`config.mk`:
```
export PLATFORM = sky130hd
export DESIGN_NAME = photodiode_beam_scanner
export DESIGN_NICKNAME = d
export VERILOG_FILES = /design/src/rtl/photodiode_pkg.sv /design/src/rtl/beam_debouncer.sv /design/src/rtl/photodiode_beam_scanner.sv
export SDC_FILE = /design/constraint.sdc
export NUM_CORES = 1
export LEC_CHECK = 0
export ABC_AREA = 1
export BUFFER_PORTS_ARGS = -buffer_cell sky130_fd_sc_hd__buf_2
export CAP_MARGIN = 20
export CORE_MARGIN = 2
export CORE_UTILIZATION = 45
export CTS_BUF_LIST = sky130_fd_sc_hd__clkbuf_16
export CTS_CLUSTER_SIZE = 28
export DETAILED_ROUTE_END_ITERATION = 16
export PLACE_DENSITY_LB_ADDON = 0.25
export SLEW_MARGIN = 20
export SYNTH_ARGS = -nofsm -noshare
export SYNTH_HDL_FRONTEND = slang
export SYNTH_SLANG_ARGS = --single-unit
```
`constraint.sdc`:
```
create_clock -name clk -period 2.2 [get_ports clk]
set_input_delay 0.33 -clock clk [delete_from_list [all_inputs] [get_ports clk]]
set_output_delay 0.33 -clock clk [all_outputs]
set_load 0.1 [all_outputs]
```
`src/rtl/photodiode_pkg.sv`:
```
// Shared register map, event word layout and status field positions for the
// photodiode beam scanner.
package photodiode_pkg;

  localparam logic [1:0] REG_STATUS  = 2'd0;
  localparam logic [1:0] REG_EVENT   = 2'd1;
  localparam logic [1:0] REG_CONTROL = 2'd2;
  localparam logic [1:0] REG_CLEAR   = 2'd3;

  localparam int unsigned EV_VALID   = 31;
  localparam int unsigned EV_EDGE    = 8;
  localparam int unsigned EV_IDX_LSB = 0;

  localparam int unsigned ST_STABLE_LSB = 0;
  localparam int unsigned ST_EMPTY      = 16;
  localparam int unsigned ST_FULL       = 17;
  localparam int unsigned ST_OVERFLOW   = 18;
  localparam int unsigned ST_COUNT_LSB  = 24;

  function automatic logic [31:0] event_word(input logic brk, input logic [2:0] idx);
    logic [31:0] w;
    w                   = '0;
    w[EV_VALID]         = 1'b1;
    w[EV_EDGE]          = brk;
    w[EV_IDX_LSB +: 3]  = idx;
    return w;
  endfunction

endpackage

```
`src/rtl/beam_debouncer.sv`:
```
// One photodiode input: 2-FF synchroniser, hold-time debouncer and a one-cycle
// pulse whenever the accepted (stable) level changes.
module beam_debouncer #(
  parameter int unsigned DEBOUNCE_CYCLES = 50000
) (
  input  logic clk_i,
  input  logic reset_i,
  input  logic beam_i,
  output logic stable_o,
  output logic pulse_o
);

  localparam int unsigned CntW = (DEBOUNCE_CYCLES > 1) ? $clog2(DEBOUNCE_CYCLES) : 1;
  localparam logic [CntW-1:0] CntLast = CntW'(DEBOUNCE_CYCLES - 1);

  logic            sync1_q, sync2_q, stable_q, pulse_q;
  logic [CntW-1:0] cnt_q;

  // Synchroniser resets to "beam present" so reset never fakes an edge.
  always_ff @(posedge clk_i) begin
    if (reset_i) begin
      sync1_q  <= 1'b1;
      sync2_q  <= 1'b1;
      stable_q <= 1'b1;
      pulse_q  <= 1'b0;
      cnt_q    <= '0;
    end else begin
      sync1_q <= beam_i;
      sync2_q <= sync1_q;
      pulse_q <= 1'b0;
      if (sync2_q == stable_q) begin
        cnt_q <= '0;
      end else if (cnt_q == CntLast) begin
        stable_q <= sync2_q;
        cnt_q    <= '0;
        pulse_q  <= 1'b1;
      end else begin
        cnt_q <= cnt_q + 1'b1;
      end
    end
  end

  assign stable_o = stable_q;
  assign pulse_o  = pulse_q;

endmodule

```
`src/rtl/photodiode_beam_scanner.sv`:
```
// Avalon-MM photodiode scanner: debounced beam edges are queued as events in a
// FIFO that software drains through the EVENT register, with a level IRQ.
module photodiode_beam_scanner
  import photodiode_pkg::*;
#(
  parameter int unsigned NUM_BEAMS       = 8,
  parameter int unsigned DEBOUNCE_CYCLES = 50000,
  parameter int unsigned FIFO_DEPTH      = 16
) (
  input  logic                 clk,
  input  logic                 reset,
  input  logic [NUM_BEAMS-1:0] photodiode_in,
  input  logic [1:0]           avs_address,
  input  logic                 avs_read,
  output logic [31:0]          avs_readdata,
  input  logic                 avs_write,
  input  logic [31:0]          avs_writedata,
  output logic                 irq
);

  localparam int unsigned AW = $clog2(FIFO_DEPTH);

  logic [7:0]  stable_all, pulse_all;
  logic [7:0]  pend_q, pend_brk_q, pend_d, pend_brk_d, beam_mask_q;
  logic        irq_en_q, irq_q, overflow_q;
  logic [AW:0] wptr_q, rptr_q, count;
  logic [31:0] mem_q [FIFO_DEPTH];
  logic [31:0] rdata_q, rdata_d, status;
  logic        empty, full, pop, push, push_wr, drop, arb_brk, wr_ctrl, wr_clear;
  logic [2:0]  arb_idx;
  logic [4:0]  count5;
  logic        unused_wdata;

  for (genvar g = 0; g < 8; g++) begin : g_beam
    if (g < NUM_BEAMS) begin : g_used
      beam_debouncer #(
        .DEBOUNCE_CYCLES(DEBOUNCE_CYCLES)
      ) u_deb (
        .clk_i   (clk),
        .reset_i (reset),
        .beam_i  (photodiode_in[g]),
        .stable_o(stable_all[g]),
        .pulse_o (pulse_all[g])
      );
    end else begin : g_unused
      assign stable_all[g] = 1'b1;
      assign pulse_all[g]  = 1'b0;
    end
  end

  assign empty    = (wptr_q == rptr_q);
  assign full     = (wptr_q[AW] != rptr_q[AW]) && (wptr_q[AW-1:0] == rptr_q[AW-1:0]);
  assign count    = wptr_q - rptr_q;
  assign count5   = 5'(count);
  assign pop      = avs_read && (avs_address == REG_EVENT) && !empty;
  assign wr_ctrl  = avs_write && (avs_address == REG_CONTROL);
  assign wr_clear = avs_write && (avs_address == REG_CLEAR);
  assign unused_wdata = ^{avs_writedata[31:16], avs_writedata[7:2]};

  // Lowest pending beam wins; a fresh edge on that same beam re-arms its flag.
  always_comb begin
    push    = 1'b0;
    arb_idx = '0;
    arb_brk = 1'b0;
    for (int i = 7; i >= 0; i--) begin
      if (pend_q[i]) begin
        push    = 1'b1;
        arb_idx = 3'(i);
        arb_brk = pend_brk_q[i];
      end
    end
    pend_d     = pend_q;
    pend_brk_d = pend_brk_q;
    if (push) pend_d[arb_idx] = 1'b0;
    for (int i = 0; i < 8; i++) begin
      if (pulse_all[i] && beam_mask_q[i]) begin
        pend_d[i]     = 1'b1;
        pend_brk_d[i] = ~stable_all[i];
      end
    end
  end

  // A pop in the same cycle frees the slot, so a full FIFO still accepts.
  assign push_wr = push && (!full || pop);
  assign drop    = push && full && !pop;

  always_comb begin
    status                       = '0;
    status[ST_STABLE_LSB +: 8]   = stable_all;
    status[ST_EMPTY]             = empty;
    status[ST_FULL]              = full;
    status[ST_OVERFLOW]          = overflow_q;
    status[ST_COUNT_LSB +: 5]    = count5;
    rdata_d = '0;
    case (avs_address)
      REG_STATUS:  rdata_d = status;
      REG_EVENT:   rdata_d = empty ? '0 : mem_q[rptr_q[AW-1:0]];
      REG_CONTROL: rdata_d = {16'h0, beam_mask_q, 7'h0, irq_en_q};
      default:     rdata_d = '0;
    endcase
  end

  always_ff @(posedge clk) begin
    if (push_wr) mem_q[wptr_q[AW-1:0]] <= event_word(arb_brk, arb_idx);
  end

  always_ff @(posedge clk) begin
    if (reset) begin
      pend_q      <= '0;
      pend_brk_q  <= '0;
      beam_mask_q <= '1;
      irq_en_q    <= 1'b0;
      irq_q       <= 1'b0;
      overflow_q  <= 1'b0;
      wptr_q      <= '0;
      rptr_q      <= '0;
      rdata_q     <= '0;
    end else begin
      pend_q     <= pend_d;
      pend_brk_q <= pend_brk_d;
      if (wr_ctrl) begin
        irq_en_q    <= avs_writedata[0];
        beam_mask_q <= avs_writedata[15:8];
      end
      if (wr_clear && avs_writedata[1]) begin
        wptr_q <= '0;
        rptr_q <= '0;
      end else begin
        if (push_wr) wptr_q <= wptr_q + 1'b1;
        if (pop)     rptr_q <= rptr_q + 1'b1;
      end
      if (drop) overflow_q <= 1'b1;
      else if (wr_clear && avs_writedata[0]) overflow_q <= 1'b0;
      irq_q   <= irq_en_q & ~empty;
      rdata_q <= avs_read ? rdata_d : '0;
    end
  end

  assign avs_readdata = rdata_q;
  assign irq          = irq_q;

endmodule

```
### Word-level counts from Yosys, hierarchy flattened

Memory sizes are Yosys's and may differ from the RTL's. A register that Yosys moved wholly into a read port is not among the register bits.
Index checks and enable logic that the tools add are counted.

| word-level totals | value |
|---|---|
| logic and storage cells | 230 |
| register bits | 229 |
| memories | 1 |
| RAM bits | 64 |
| input bits | 46 |
| output and inout port bits | 33 |

| operators by class | value |
|---|---|
| reductions and logical operators | 59 |
| muxes and demuxes | 51 |
| equality and inequality tests | 22 |
| bitwise operators | 21 |
| $add $sub $neg | 11 |
| magnitude comparators | 2 |

Memory list:

| memory | words | bits a word | rd ports | clocked after memory_dff | wr ports | line | text |
|---|---|---|---|---|---|---|---|
| mem_q | 16 | 4 | 1 | 1 | 1 | photodiode_beam_scanner.sv:27 | `logic [31:0] mem_q [FIFO_DEPTH];` |

Operators by type and width:

| kind | count |
|---|---|
| $add 16x1->16 const B | 8 |
| $eq 16x16->1 const B | 8 |
| $pmux 32 s3 | 1 |
| $mux 1 | 37 |
| $mux 32 | 1 |
| $mux 3 | 8 |
| $reduce_or 3->1 | 8 |
| $reduce_or 2->1 | 10 |
| $logic_and 1x1->1 | 19 |
| $not 1->1 | 18 |
| $reduce_bool 2->1 | 9 |
| $reduce_and 2->1 | 8 |
| $add 5x1->5 const B | 2 |
| $and 8x8->8 | 1 |
| $eq 1x1->1 | 8 |
| $mux 4 | 2 |
| $mux 8 | 1 |
| $not 8->8 | 1 |
| $eq 5x5->1 | 1 |
| $sub 5x5->5 | 1 |
| $eq 2x2->1 const B | 2 |
| $eq 4x4->1 | 1 |
| $lt 3x4->1 const B | 1 |
| $demux 1 s3 | 1 |
| 7 further kinds | 9 |

### Depth between registers and ports, before layout

| logic depth | value |
|---|---|
| word-level depth | 16 |
| depth in mapped cells | 11 |
| depth with buffers taken out | 11 |

### Modules after synthesis

Synthesis repeated with hierarchy kept, for this count alone.

| unflattened totals | value |
|---|---|
| cells, all modules | 1724 |
| area total of the unflattened synthesis | 13377.8 um^2 |

Modules (own cells, without submodules):

| module | instances | cells an instance | sequential area each (um^2) | area an instance (um^2) |
|---|---|---|---|---|
| beam_debouncer | 8 | 139 | 400.4 | 991.0 |
| photodiode_beam_scanner | 1 | 612 | 3243.1 | 5450.2 |

### Least setup slack after synthesis

No wires, ideal clock.

| path | value |
|---|---|
| path kind | reg2reg |
| from | register wptr_q[0] |
| to | memory mem_q[3][0] (netlist name) (enable) |
| data arrival time | 1673 ps |
| buffers on the path | 0 |
| slack | 198 ps |
| setup time | 329 ps |
| stages on the path, launching flop included | 12 |
| required time | 1871 ps |
| period minus slack after synthesis | 2002 ps |
| path through | dfxtp_1 > inv_1 > ha_1 > nand2_4 > nor2_8 > nand2_4 > nand2_8 > nand3_4 > nand2_8 > inv_8 > nand2_2 > nor2_1 |

| on the way | value |
|---|---|
| cells in the longest elaborated chain, start to end | 7 |
| elaborated cells between the ends (all ways) | 10 |
| classes of those cells | eq/ne (2); mux (2); reduce/logical (6) |

Ends and longest elaborated chain:

| what | line | text |
|---|---|---|
| start: declaration | photodiode_beam_scanner.sv:26 | `logic [AW:0] wptr_q, rptr_q, count;` |
| start signal: assignment | photodiode_beam_scanner.sv:129 | `if (push_wr) wptr_q <= wptr_q + 1'b1;` |
| $eq 5x5->1 or $eq 4x4->1 (tied branches) | photodiode_beam_scanner.sv:51, photodiode_beam_scanner.sv:52 |  |
| $logic_not 1->1 or $logic_and 1x1->1 (tied branches) | photodiode_beam_scanner.sv:55, photodiode_beam_scanner.sv:52 |  |
| $logic_and 1x1->1 or $logic_not 1->1 (tied branches) | photodiode_beam_scanner.sv:55, photodiode_beam_scanner.sv:84 |  |
| $logic_or 1x1->1 | photodiode_beam_scanner.sv:84 | `assign push_wr = push && (!full \|\| pop);` |
| $logic_and 1x1->1 | photodiode_beam_scanner.sv:84 |  |
| $mux 1 | photodiode_beam_scanner.sv:104 | `if (push_wr) mem_q[wptr_q[AW-1:0]] <= event_word(arb_brk, arb_idx);` |
| $mux 1 (not written as such) | photodiode_beam_scanner.sv:104 |  |
| end: declaration | photodiode_beam_scanner.sv:27 |  |

Parallel ways exist; a longest one is shown, timed or not.

### Worst setup path after layout

| path | value |
|---|---|
| from | register rptr_q[2] |
| to | memory mem_q[7][0] (netlist name) (enable) |

| on the way | value |
|---|---|
| cells in the longest elaborated chain, start to end | 7 |
| elaborated cells between the ends (all ways) | 10 |
| classes of those cells | eq/ne (2); mux (2); reduce/logical (6) |

Ends and longest elaborated chain:

| what | line | text |
|---|---|---|
| start: declaration | photodiode_beam_scanner.sv:26 |  |
| start signal: assignment | photodiode_beam_scanner.sv:130 | `if (pop) rptr_q <= rptr_q + 1'b1;` |
| $eq 5x5->1 or $eq 4x4->1 (tied branches) | photodiode_beam_scanner.sv:51, photodiode_beam_scanner.sv:52 |  |
| $logic_not 1->1 or $logic_and 1x1->1 (tied branches) | photodiode_beam_scanner.sv:55, photodiode_beam_scanner.sv:52 |  |
| $logic_and 1x1->1 or $logic_not 1->1 (tied branches) | photodiode_beam_scanner.sv:55, photodiode_beam_scanner.sv:84 |  |
| $logic_or 1x1->1 (*) | photodiode_beam_scanner.sv:84 |  |
| $logic_and 1x1->1 (*) | photodiode_beam_scanner.sv:84 |  |
| $mux 1 (*) | photodiode_beam_scanner.sv:104 |  |
| $mux 1 (not written as such) (*) | photodiode_beam_scanner.sv:104 |  |

Every way passes the cells marked *; elsewhere a longest branch is shown, timed or not.

==> impl_metrics.json <==
{
  "outcome": "finished, final reports clean",
  "synth_cell_types": 51,
  "synthesis.area_mm2": 0.0126,
  "clk_pin_slew_worst_paths_ns": 0.06,
  "critPathMaxFanout": 10,
  "antenna_found_initial": 1,
  "placed_area_mm2": 0.0133,
  "clock_sinks": 290,
  "drcViolationCount": 0,
  "vias": 9968,
  "grt_max_degree": 34,
  "design_area_mm2": 0.0144,
  "ys_ff_latch": 290,
  "seq_area_frac_synth_pct": 51.0,
  "hold_class": "input pin to register",
  "fin_cells": 2049,
  "die-area_mm2": 0.0295,
  "clock_latency_ns": 0.55,
  "wl_per_cell_um": 12.6,
  "arrival_ns": 2.34,
  "setup_ws_ns": 0.0935,
  "grt_use_total_pct": 18.0,
  "routabilityCongestion": 0.856,
  "regMostFlops": "g_beam.g_used.u_deb.cnt_q",
  "crit_type": "register to register",
  "final_cell_mix": "nand2_1 (305), dfxtp_1 (226), inv_1 (216)",
  "max_freq_mhz": 475,
  "area_growth_pct": 13.8,
  "die_h_um": 172,
  "viasPerCell": 4.86,
  "p_per_area_mw_per_mm2": 736,
  "drt-total-wl_um": 25900,
  "layout_commonest_cell": "nand2_1",
  "endpoint_kind": "register",
  "skew_ns": 0.0170,
  "drtPass1Iterations": 5,
  "tightestPinTransition_ns": 0.728,
  "nets": 1710,
  "overflow": 0,
  "rsz0062_at_grt": "true",
  "cts_root_buf": "clkbuf_16",
  "final_core_util_pct": 52.0,
  "synth_cells": 1569,
  "htree_num_levels": 1,
  "max-cap-violations": 0,
  "pre_cts_slack_ns": 0.0220,
  "grt_pass1_vias": 9300,
  "setup_viol": 0,
  "hold_violations": 0,
  "power.leakage_uw": 0.00557,
  "synth_area_per_cell_um2": 8.06,
  "irDropWorstVdd_mv": 0.605,
  "relSlewSlack_pct": 51.4,
  "dp.cells": 1980,
  "cp.required_ns": 2.43,
  "core.rowCount": 61,
  "holdWs_ns": 0.0317,
  "cts_buffer_depth": 3,
  "min_period_ns": 2.11,
  "finalMaxSlewViolations": 0,
  "core_mm2": 0.0277,
  "drt_iter0_markers": 447,
  "drive_above_1_share_pct": 11.9,
  "worstSetupStartpointType": "register",
  "grt_pass1_wl_um": 43300,
  "yosysWarnings": 0,
  "period_share_pct": 95.8,
  "cts_buffers": 30,
  "antenna_left": 0,
  "hpwl_um": 18500,
  "initial_core_util_pct": 45.6,
  "fp.dieW_um": 172,
  "boundaryPins": 79,
  "largest_register_ffs": 128,
  "cts_tree": "built",
  "io_buffer_count": 49
}
[cells in the mapped netlist, drive strengths merged]
cell      n  area share [%]
a211oi    1           0.059
a21boi    1           0.059
a21oi    92             3.7
a311oi    3            0.21
a31oi     5            0.25
and2      1           0.050
and3      2           0.099
buf      27             1.4
clkbuf   11            0.36
clkinv    1           0.030
conb      1           0.030
dfxtp   226              36
edfxtp   64              15
fa        1            0.16
ha       17             1.7
inv     211             6.3
nand2   320              10
nand3   113             4.8
nand3b    4            0.24
nand4    33             1.7
nor2    222             7.1
nor3     85             3.7
nor3b    10            0.59
nor4     10            0.49
o211ai   10            0.59
o21a      1           0.059
o21ai    29             1.1
or2      33             1.6
or3       1           0.050
xnor2     9            0.68
xor2     25             1.7
[metal layers]
| layer | share of wire, % | vias to the layer above | track usage (%) |
|---|---|---|---|
| li1 | - | 5223 | - |
| met3 | 4.2 | 41 | 2.65 |
| met2 | 47 | 161 | 31.2 |
| met1 | 46 | 4543 | 23.4 |
| met4 | 2.3 | 0 | 4.61 |
| met5 | 0 | - | 0 |
[area by class of cell]
class                   count  area (um^2)
well taps                 378          473
clock buffers              31          776
diodes                      1         2.50
inverters                 212          803
fillers                  2623        13300
repair buffers             77          485
flip-flops and latches    290         6450
multi-input cells        1035         5240
clock inverters            25          169
[final timing paths]
path	startpoint	endpoint	slack, ns	depth (start not counted)
max	rptr_q[2]	mem_q[7][0]	0.09	11
min	avs_writedata[15]	beam_mask_q[7]	0.03	3
max reg2reg	rptr_q[2]	mem_q[7][0]	0.09	11
min reg2reg	g_beam[0].g_used.u_deb.sync1_q	g_beam[0].g_used.u_deb.sync2_q	0.41	1
[stage by stage]
stage / total power, uW / TNS [ns]
floorplan: 5800 / 0
global placement: 5870 / 0
detailed placement: 5870 / 0
CTS: 10700 / 0
global route: 11000 / -0.538
finish: 10600 / 0
[critical path: stages (launching register included)]
cell	delay, ns
dfxtp_1	0.37
inv_1	0.08
ha_1	0.36
nand2_4	0.13
nor2_8	0.06
nand2_4	0.10
nand2_8	0.08
nand3_4	0.11
nand2_8	0.10
inv_8	0.09
nand2_2	0.11
nor2_2	0.21
[cells by family after synthesis]
| family | after synthesis | share of synthesized area [%] |
|---|---|---|
| other cells | 1 | 0.0297 |
| fa+ha+maj | 18 | 1.84 |
| flops | 290 | 51.0 |
| compound gates | 142 | 6.08 |
| simple gates | 834 | 30.6 |
| buf+inv | 250 | 8.09 |
| xor+xnor | 34 | 2.41 |
[power breakdown]
part / total (uW) / switching (uW) / internal [uW] / leakage, uW
clock network: 4830 / 2060 / 2770 / 0.000504
registers: 5470 / 21.3 / 5450 / 0.00242
logic: 300 / 227 / 73.1 / 0.00264
total: 10600 / 2300 / 8300 / 0.00557
[timing repair]
| action | 4_1_cts | 5_1_grt |
|---|---|---|
| resized for setup | 0 | 16 |
| hold buffers | 12 | 0 |
| endpoints found under the hold margin | 12 | 0 |
| setup endpoints to repair | 0 | 60 |
| setup buffers | 0 | 0 |
No activity file was read; power rests on OpenSTA's default activity.
